<file path="src/rtl/pe_grid_feeder.sv">
`default_nettype none
// ============================================================================
// Module      : pe_grid_feeder
// Description : Fetches a KxK kernel and a KxK image from a shared read buffer,
//               drives the PE grid weight/image strobes, then streams the
//               captured partial sums out over a valid/ready port.
// Revision    : 1.0 - initial release
// ============================================================================
module pe_grid_feeder #(
    parameter int DATA_W = 16,
    parameter int PSUM_W = 32,
    parameter int COLS   = 14,
    parameter int K      = 6,
    parameter int ADDR_W = 7,
    parameter int KBASE  = 0,
    parameter int IBASE  = 36,
    parameter int DRAIN  = 4
) (
    input  logic                     clk,
    input  logic                     rst,
    input  logic                     start,
    output logic                     busy,
    output logic                     done,
    output logic                     mem_rd_en,
    output logic [ADDR_W-1:0]        mem_rd_addr,
    input  logic [DATA_W-1:0]        mem_rd_data,
    output logic [COLS*DATA_W-1:0]   row_weight_vals,
    output logic [3:0]               tag_row,
    output logic                     valid_y,
    output logic [COLS*DATA_W-1:0]   image_val_vec,
    output logic [COLS-1:0]          valid_x_vec,
    input  logic [COLS*PSUM_W-1:0]   psum_outs,
    output logic                     res_valid,
    input  logic                     res_ready,
    output logic [PSUM_W-1:0]        res_data,
    output logic                     res_last
);

    localparam int c_DRAIN_W    = (DRAIN > 1) ? $clog2(DRAIN) : 1;
    localparam int c_DRAIN_LAST = (DRAIN > 0) ? DRAIN - 1 : 0;

    typedef enum logic [3:0] {
        S_IDLE     = 4'd0,
        S_W_FETCH  = 4'd1,
        S_W_SETUP  = 4'd2,
        S_W_STROBE = 4'd3,
        S_W_GAP    = 4'd4,
        S_I_FETCH  = 4'd5,
        S_I_STROBE = 4'd6,
        S_I_GAP    = 4'd7,
        S_DRAIN    = 4'd8,
        S_CAPTURE  = 4'd9,
        S_OUT      = 4'd10,
        S_DONE     = 4'd11
    } state_t;

    state_t                 r_state;
    state_t                 w_next_state;
    logic [3:0]             r_row;
    logic [3:0]             r_col;
    logic [3:0]             r_beat;
    logic [c_DRAIN_W-1:0]   r_drain;
    logic [ADDR_W-1:0]      r_addr;
    logic [DATA_W-1:0]      r_stage [K];
    logic [PSUM_W-1:0]      r_res   [K];

    logic                   w_fetch;
    logic                   w_last_row;
    logic                   w_last_col;
    logic [PSUM_W-1:0]      w_res_data;

    assign w_fetch    = (r_state == S_W_FETCH) || (r_state == S_I_FETCH);
    assign w_last_row = (r_row == 4'(K - 1));
    assign w_last_col = (r_col == 4'(K));

    // ------------------------------------------------------------------------
    // State register
    // ------------------------------------------------------------------------
    always_ff @(posedge clk or negedge rst) begin
        if (!rst) begin
            r_state <= S_IDLE;
        end else begin
            r_state <= w_next_state;
        end
    end

    always_comb begin
        w_next_state = r_state;
        case (r_state)
            S_IDLE:     if (start) w_next_state = S_W_FETCH;
            S_W_FETCH:  if (w_last_col) w_next_state = S_W_SETUP;
            S_W_SETUP:  w_next_state = S_W_STROBE;
            S_W_STROBE: w_next_state = S_W_GAP;
            S_W_GAP:    w_next_state = w_last_row ? S_I_FETCH : S_W_FETCH;
            S_I_FETCH:  if (w_last_col) w_next_state = S_I_STROBE;
            S_I_STROBE: w_next_state = S_I_GAP;
            S_I_GAP: begin
                if (!w_last_row)     w_next_state = S_I_FETCH;
                else if (DRAIN == 0) w_next_state = S_CAPTURE;
                else                 w_next_state = S_DRAIN;
            end
            S_DRAIN:    if (r_drain == c_DRAIN_W'(c_DRAIN_LAST)) w_next_state = S_CAPTURE;
            S_CAPTURE:  w_next_state = S_OUT;
            S_OUT:      if (res_ready && (r_beat == 4'(K - 1))) w_next_state = S_DONE;
            S_DONE:     w_next_state = S_IDLE;
            default:    w_next_state = S_IDLE;
        endcase
    end

    // ------------------------------------------------------------------------
    // Counters, staging row and result buffer
    // ------------------------------------------------------------------------
    always_ff @(posedge clk or negedge rst) begin
        if (!rst) begin
            r_row   <= '0;
            r_col   <= '0;
            r_beat  <= '0;
            r_drain <= '0;
            r_addr  <= '0;
            for (int i = 0; i < K; i++) begin
                r_stage[i] <= '0;
                r_res[i]   <= '0;
            end
        end else begin
            case (r_state)
                S_IDLE: begin
                    r_row  <= '0;
                    r_col  <= '0;
                    r_addr <= ADDR_W'(KBASE);
                end
                S_W_FETCH, S_I_FETCH: begin
                    // Read data returns one cycle after its strobe, so column c
                    // lands while the counter already points at c+1.
                    for (int i = 0; i < K; i++) begin
                        if (r_col == 4'(i + 1)) r_stage[i] <= mem_rd_data;
                    end
                    if (w_last_col) begin
                        r_col <= '0;
                    end else begin
                        r_col  <= r_col + 4'd1;
                        r_addr <= r_addr + ADDR_W'(1);
                    end
                end
                S_W_GAP: begin
                    if (w_last_row) begin
                        r_row  <= '0;
                        r_addr <= ADDR_W'(IBASE);
                    end else begin
                        r_row <= r_row + 4'd1;
                    end
                end
                S_I_GAP: begin
                    r_drain <= '0;
                    r_row   <= w_last_row ? 4'd0 : r_row + 4'd1;
                end
                S_DRAIN: r_drain <= r_drain + c_DRAIN_W'(1);
                S_CAPTURE: begin
                    r_beat <= '0;
                    for (int i = 0; i < K; i++) begin
                        r_res[i] <= psum_outs[i*PSUM_W +: PSUM_W];
                    end
                end
                S_OUT: begin
                    if (res_ready && (r_beat != 4'(K - 1))) r_beat <= r_beat + 4'd1;
                end
                default: ;
            endcase
        end
    end

    always_comb begin
        w_res_data = '0;
        for (int i = 0; i < K; i++) begin
            if (r_beat == 4'(i)) w_res_data = r_res[i];
        end
    end

    // ------------------------------------------------------------------------
    // Outputs are decoded from state so reset clears them without an edge
    // ------------------------------------------------------------------------
    always_comb begin
        busy            = (r_state != S_IDLE) && (r_state != S_DONE);
        done            = (r_state == S_DONE);
        mem_rd_en       = w_fetch && (r_col < 4'(K));
        mem_rd_addr     = mem_rd_en ? r_addr : '0;
        row_weight_vals = '0;
        tag_row         = '0;
        valid_y         = (r_state == S_W_STROBE);
        image_val_vec   = '0;
        valid_x_vec     = '0;
        res_valid       = (r_state == S_OUT);
        res_data        = '0;
        res_last        = 1'b0;

        if ((r_state == S_W_SETUP) || (r_state == S_W_STROBE) || (r_state == S_W_GAP)) begin
            tag_row = r_row;
            for (int i = 0; i < K; i++) begin
                row_weight_vals[i*DATA_W +: DATA_W] = r_stage[i];
            end
        end

        if ((r_state == S_I_STROBE) || (r_state == S_I_GAP)) begin
            for (int i = 0; i < K; i++) begin
                image_val_vec[i*DATA_W +: DATA_W] = r_stage[i];
                valid_x_vec[i]                    = (r_state == S_I_STROBE);
            end
        end

        if (r_state == S_OUT) begin
            res_data = w_res_data;
            res_last = (r_beat == 4'(K - 1));
        end
    end

    generate
        if (K < COLS) begin : g_unused_psum
            logic w_unused_psum;
            assign w_unused_psum = ^psum_outs[COLS*PSUM_W-1:K*PSUM_W];
        end
    endgenerate

endmodule
`default_nettype wire

</file>
<file path="config.mk">
export PLATFORM = sky130hd
export DESIGN_NAME = pe_grid_feeder
export DESIGN_NICKNAME = d
export VERILOG_FILES = /design/src/rtl/pe_grid_feeder.sv
export SDC_FILE = /design/constraint.sdc
export NUM_CORES = 1
export LEC_CHECK = 0
export ABC_AREA = 1
export ABC_CLOCK_PERIOD_IN_PS = 3000
export BUFFER_PORTS_ARGS = -buffer_cell sky130_fd_sc_hd__buf_2
export CAP_MARGIN = 20
export CORE_AREA = 2 2 384 386
export CTS_CLUSTER_SIZE = 40
export DETAILED_ROUTE_END_ITERATION = 8
export DIE_AREA = 0 0 386 388
export MAX_ROUTING_LAYER = met4
export SLEW_MARGIN = 20
export SYNTH_ARGS = -nofsm -noshare
export SYNTH_HDL_FRONTEND = slang
export SYNTH_SLANG_ARGS = --single-unit
</file>
<file path="constraint.sdc">
create_clock -name clk -period 3 [get_ports clk]
set_clock_uncertainty 0.15 [all_clocks]
set_input_delay 0.6 -clock clk [delete_from_list [all_inputs] [get_ports clk]]
set_output_delay 0.6 -clock clk [all_outputs]
set_load 0.1 [all_outputs]
</file>
# --- Yosys cells after proc, flatten, opt, wreduce, memory -nomap -nowiden ---
# Cells that the tools add are included.
word_totals:
  reg_bits: 313
  in_bits: 468
  output_inout_bits: 511
classes:
  n_addsub: 5
  n_lt_le_gt_ge: 1
  eq_ne: 34
  mux: 31
  reduce_logical: 27
ops:
  columns: ["op", "count"]
  rows:
  - ["$mux 32", 7]
  - ["$mux 96", 2]
  - ["$pmux 4 s11", 1]
  - ["$eq 4x3->1 const B", 10]
  - ["$mux 4", 10]
  - ["$eq 4x2->1 const B", 6]
  - ["$pmux 4 s2", 3]
  - ["$mux 7", 3]
  - ["$pmux 7 s3", 1]
  - ["$eq 4x4->1 const B", 4]
  - ["$reduce_and 2->1", 7]
  - ["$add 4x1->4 const B", 3]
  - ["$eq 4x1->1 const B", 3]
  - ["$ne 2x2->1 const B", 6]
  - ["$logic_not 4->1", 2]
  - ["$reduce_bool 2->1", 4]
  - ["$add 7x1->7 const B", 1]
  - ["$mux 6", 1]
  - ["$reduce_and 5->1", 1]
  - ["$logic_and 1x1->1", 4]
  - ["$logic_or 1x1->1", 4]
  - ["$lt 4x3->1 const B", 1]
  - ["$ne 2x1->1 const B", 2]
  - ["$ne 4x3->1 const B", 1]
  - ["10 further kinds", 11]

# --- Longest topological paths before layout ---
depth:
  word_depth: 8
  mapped_depth: 11
  depth_no_buf: 9

# --- Worst setup path after synthesis ---
# Ideal clock, no wire load.
synth_path:
  path_type: "reg2out"
  startpoint: "register r_beat[1]"
  endpoint: "output res_data[30]"
  t_arrival_ns: 3.100
  required_time_ns: 2.250
  setup_slack_ns: -0.850
  path_stages_with_launch: 8
  n_path_buf: 1
  path_cell_list: "dfrtp_1 -> inv_1 -> ha_1 -> nand3_2 -> clkbuf_1 -> nor2_1 -> nand2_1 -> nand2_1"
synth_between:
  elab_chain_cells: 8
  word_cells_on_any_way: 13
  cone_classes: "eq/ne (5); mux (7); reduce/logical (1)"
synth_rtl:
  columns: ["element", "line", "text"]
  rows:
  - ["start: declaration", "61", "logic [3:0] r_beat;"]
  - ["start signal: assignment", "164", "if (res_ready && (r_beat != 4'(K - 1))) r_beat <= r_beat + 4'd1;"]
  - ["$logic_not 4->1", "174", "if (r_beat == 4'(i)) w_res_data = r_res[i];"]
  - ["$mux 32 (5 in series)", "174", null]
  - ["$mux 32 *", "174", null]
  - ["$mux 32 *", "209", "if (r_state == S_OUT) begin"]
  - ["end: declaration", "35", "output logic [PSUM_W-1:0] res_data,"]
# Mark *: on every way between the ends. The rest lies on a longest branch, timed or not.

# --- Worst setup path in the final report ---
layout_path:
  startpoint: "register r_beat[0]"
  endpoint: "output res_data[3]"
# The elaborated chain is that of the path after synthesis.

==> reports/summary.log <==
INFO  worst_setup_path critical-path-slowest-cell=sky130_fd_sc_hd__dfrtp_2
INFO  place          dp_hpwl=64.3mm
INFO  worst_setup_path cp_cell_sequence=ha_4 -> buf_12 -> clkbuf_16 -> nor2_1 -> nand3_1 -> nand3_2 -> nand2_4 -> nand3_1 -> nand2_1 -> inv_2 -> buf_12
INFO  die            design.core.area=145000um^2
INFO  clock_network  clockBufferDepth=3
INFO  clock_network  cts_tree=yes
INFO  clock_network  clk-insertion-delay-late=0.58ns
INFO  timing         hold_ws=0.0766ns
INFO  detailed_routing drt_drc_violations_left=0
INFO  worst_setup_path timing.critical_path.from=r_beat[0]
INFO  grt            grt_overflow=0
INFO  die            ioPinCount=979
INFO  synth          syn-instance-count=2242
INFO  timing         max-slew-margin-rel=0.372
INFO  place          dpl_cell_area=23800um^2
INFO  clock_network  cts_inserted_buffers=41
INFO  finish         nNetsFinal=3249
INFO  clock_network  root_cell_of_the_clock_tree=sky130_fd_sc_hd__clkbuf_16
INFO  clock_network  count_of_clock_tree_sinks=313
INFO  power_and_ir_drop max-vdd-ir-drop=418uV
INFO  timing         hold_violations=0
INFO  timing         finalCritPeriodShare=1.07
INFO  synth          synth-seq-area-share=0.437
INFO  grt            grt_max_degree=63
INFO  grt            grt_pass1_vias=15646
INFO  synth          synth.avg_cell_area=8.00um^2
INFO  die            floorplan.rows=140
INFO  timing         worst-slew-pin-transition=0.939ns
INFO  synth          yosysWarnings=0
INFO  timing         grt_setup_unrepaired=yes
INFO  worst_setup_path data_required_time_at_the_worst_endpoint=2.25ns
INFO  synth          ys_ff_latch=313
INFO  finish         drive_gt1_frac=0.387
INFO  detailed_routing drt_iter0_drc=883
INFO  detailed_routing vias_per_cell=3.46
INFO  detailed_routing finalWirelength=88.3mm
INFO  timing         maxSlewViolCount=0
INFO  power_and_ir_drop total_leakage_power=14.2nW
INFO  detailed_routing drtPass1Iterations=5
INFO  place          buffers_on_ports=458
INFO  timing         max_freq=0.311GHz
INFO  worst_setup_path critPathLaunchType=register
INFO  timing         setup_viol_count_final=36
INFO  worst_setup_path critical_path_class=register to primary output
INFO  power_and_ir_drop p_per_area=444nW/um^2
INFO  die            die_h=388um
INFO  place          place.gp.congestion=0.863
INFO  status         violations_in_the_final_reports=setup timing
INFO  timing         timing.final.ws_setup=-0.215ns
INFO  worst_hold_path worstHoldPathType=primary input to register
INFO  worst_setup_path slowest_delay=0.45ns
INFO  timing         period_needed=3.21ns
INFO  worst_hold_path timing.hold.worst.start=psum_outs[93]
INFO  die            fp.dieArea=150000um^2
INFO  detailed_routing drt-wirelength-per-cell=18.6um
INFO  grt            grt_first_pass_wirelength=113mm
INFO  job            maxCapViolations=0
INFO  clock_network  clk_pin_slew=0.06ns
INFO  detailed_routing final_antenna_net_count=0
INFO  grt            antenna_found_initial=18
INFO  worst_setup_path cp_data_arrival_time=2.46ns
INFO  die            dieWidth=386um
INFO  synth          post_synth_num_cell_types=33
INFO  die            initial_util=0.124
INFO  worst_setup_path crit_buf_inv=4
INFO  status         status=finished with violations
INFO  clock_network  cts.htree.levels=2
INFO  worst_setup_path critical_path.endpoint_type=primary output
INFO  finish         stdcell_area=29200um^2
INFO  synth          synthesis.area=17900um^2
INFO  worst_setup_path path_max_fanout=12
INFO  worst_setup_path worstReg2RegStart=r_state[1]
INFO  detailed_routing routed-via-count=16445
INFO  worst_setup_path cp_top_family=simple AND/OR/NAND/NOR gates
INFO  finish         area_growth=62.9%
INFO  grt            gr-usage-all-layers=0.109
## cell families (layout without fill, tap and decap cells)
group           Yosys count  in the layout  synth area share
compound gates          219            219            0.0621
xor+xnor                  4              4           0.00195
fa+ha+maj                 6              6           0.00418
buf+inv                 696            997             0.211
flops                   313            313             0.437
mux                     129            129            0.0810
other cells               1            290          0.000209
simple gates            874            875             0.203
## power breakdown
group	switching (mW)	internal, mW
Sequential	0.0994	4.42
Clock	2.11	3.22
Combinational	2.53	0.587
Total	4.75	8.23
## sequential cells by signal, indices dropped and copies added (netlist names)
name     cells
r_stage     96
r_addr       7
r_col        4
r_state      4
r_row        4
r_res      192
r_drain      2
r_beat       4
## stage by stage
stage	power [mW]	instances	setup slack, ns	utilization	setup TNS [ns]
finish	13.0	4750	-0.215	0.201	-5.34
global route	13.5	4745	-0.360	0.201	-18.08
CTS	13.0	4691	-0.326	0.185	-8.13
detailed placement	7.45	4585	0.0434	0.164	0
global placement	7.43	4585	0.0670	0.164	0
floorplan	7.07	2505	-0.361	-	-0.361
## cells in the mapped netlist, drive strengths merged
library cell | n | area share
nor2 | 331 | 0.070
ha | 6 | 0.0042
o311ai | 1 | 0.00049
o2111ai | 1 | 0.00049
nor3 | 1 | 0.00091
conb | 1 | 0.00021
o22ai | 1 | 0.00035
o21ai | 143 | 0.040
clkbuf | 51 | 0.011
nand4 | 8 | 0.0031
a21oi | 71 | 0.020
xor2 | 4 | 0.0020
o21bai | 1 | 0.00042
o211ai | 1 | 0.00042
mux2 | 129 | 0.081
dfrtp | 313 | 0.44
nand3b | 32 | 0.013
nand2 | 351 | 0.074
nand3 | 151 | 0.042
inv | 311 | 0.065
buf | 334 | 0.13
## final cells by class
class,instances,area [um^2]
Inverter,311,1180
Timing Repair Buffer,611,7240
Antenna cell,26,65.1
Sequential cell,313,7840
Clock inverter,21,288
Clock buffer,54,1150
Fill cell,15772,116000
Multi-Input combinational cell,1497,9060
Tap cell,1917,2400
## per-layer routing
metal / up-vias / track usage / routed length (um) / part of all wire
met1: 7995 / 0.129 / 35200 / 0.40
met2: 775 / 0.180 / 42700 / 0.48
met5: - / - / 0 / 0
met3: 143 / 0.0299 / 7230 / 0.082
met4: 0 / 0.0304 / 3070 / 0.035
li1: 7532 / - / - / -
## cells in the final DEF, fill, tap and decap left out, drive strengths merged
master	n
nand2	352
o21bai	1
nand3b	32
o21ai	143
clkinvlp	4
a21oi	71
buf	582
nor2	331
clkbuf	81
bufbuf	1
xor2	4
o22ai	1
mux2	129
inv	312
ha	6
nor3	1
conb	264
o311ai	1
diode	26
dfrtp	313
clkinv	10
o2111ai	1
bufinv	6
o211ai	1
nand4	8
nand3	151
dlygate4sd3	1
## what timing repair did
item                       CTS  global route
resized for setup          386           449
gates cloned                 6            16
hold endpoints to repair    51             0
hold buffers                 1             0
pin swaps                   12            51
setup buffers               24            19
setup endpoints to repair  214           140
## path summary, 6_finish.rpt
path                                to  slack, ns  cells after the start
setup / recovery           res_data[3]      -0.21                     11
hold / removal              r_res[125]       0.08                      2
setup reg to reg            r_res[141]       0.55                      5
hold reg to reg            r_stage[28]       0.33                      2
max in group asynchronous   r_res[161]       1.44                      3
min in group asynchronous  r_stage[89]       0.49                      2
No activity file was read; power rests on OpenSTA's default activity.
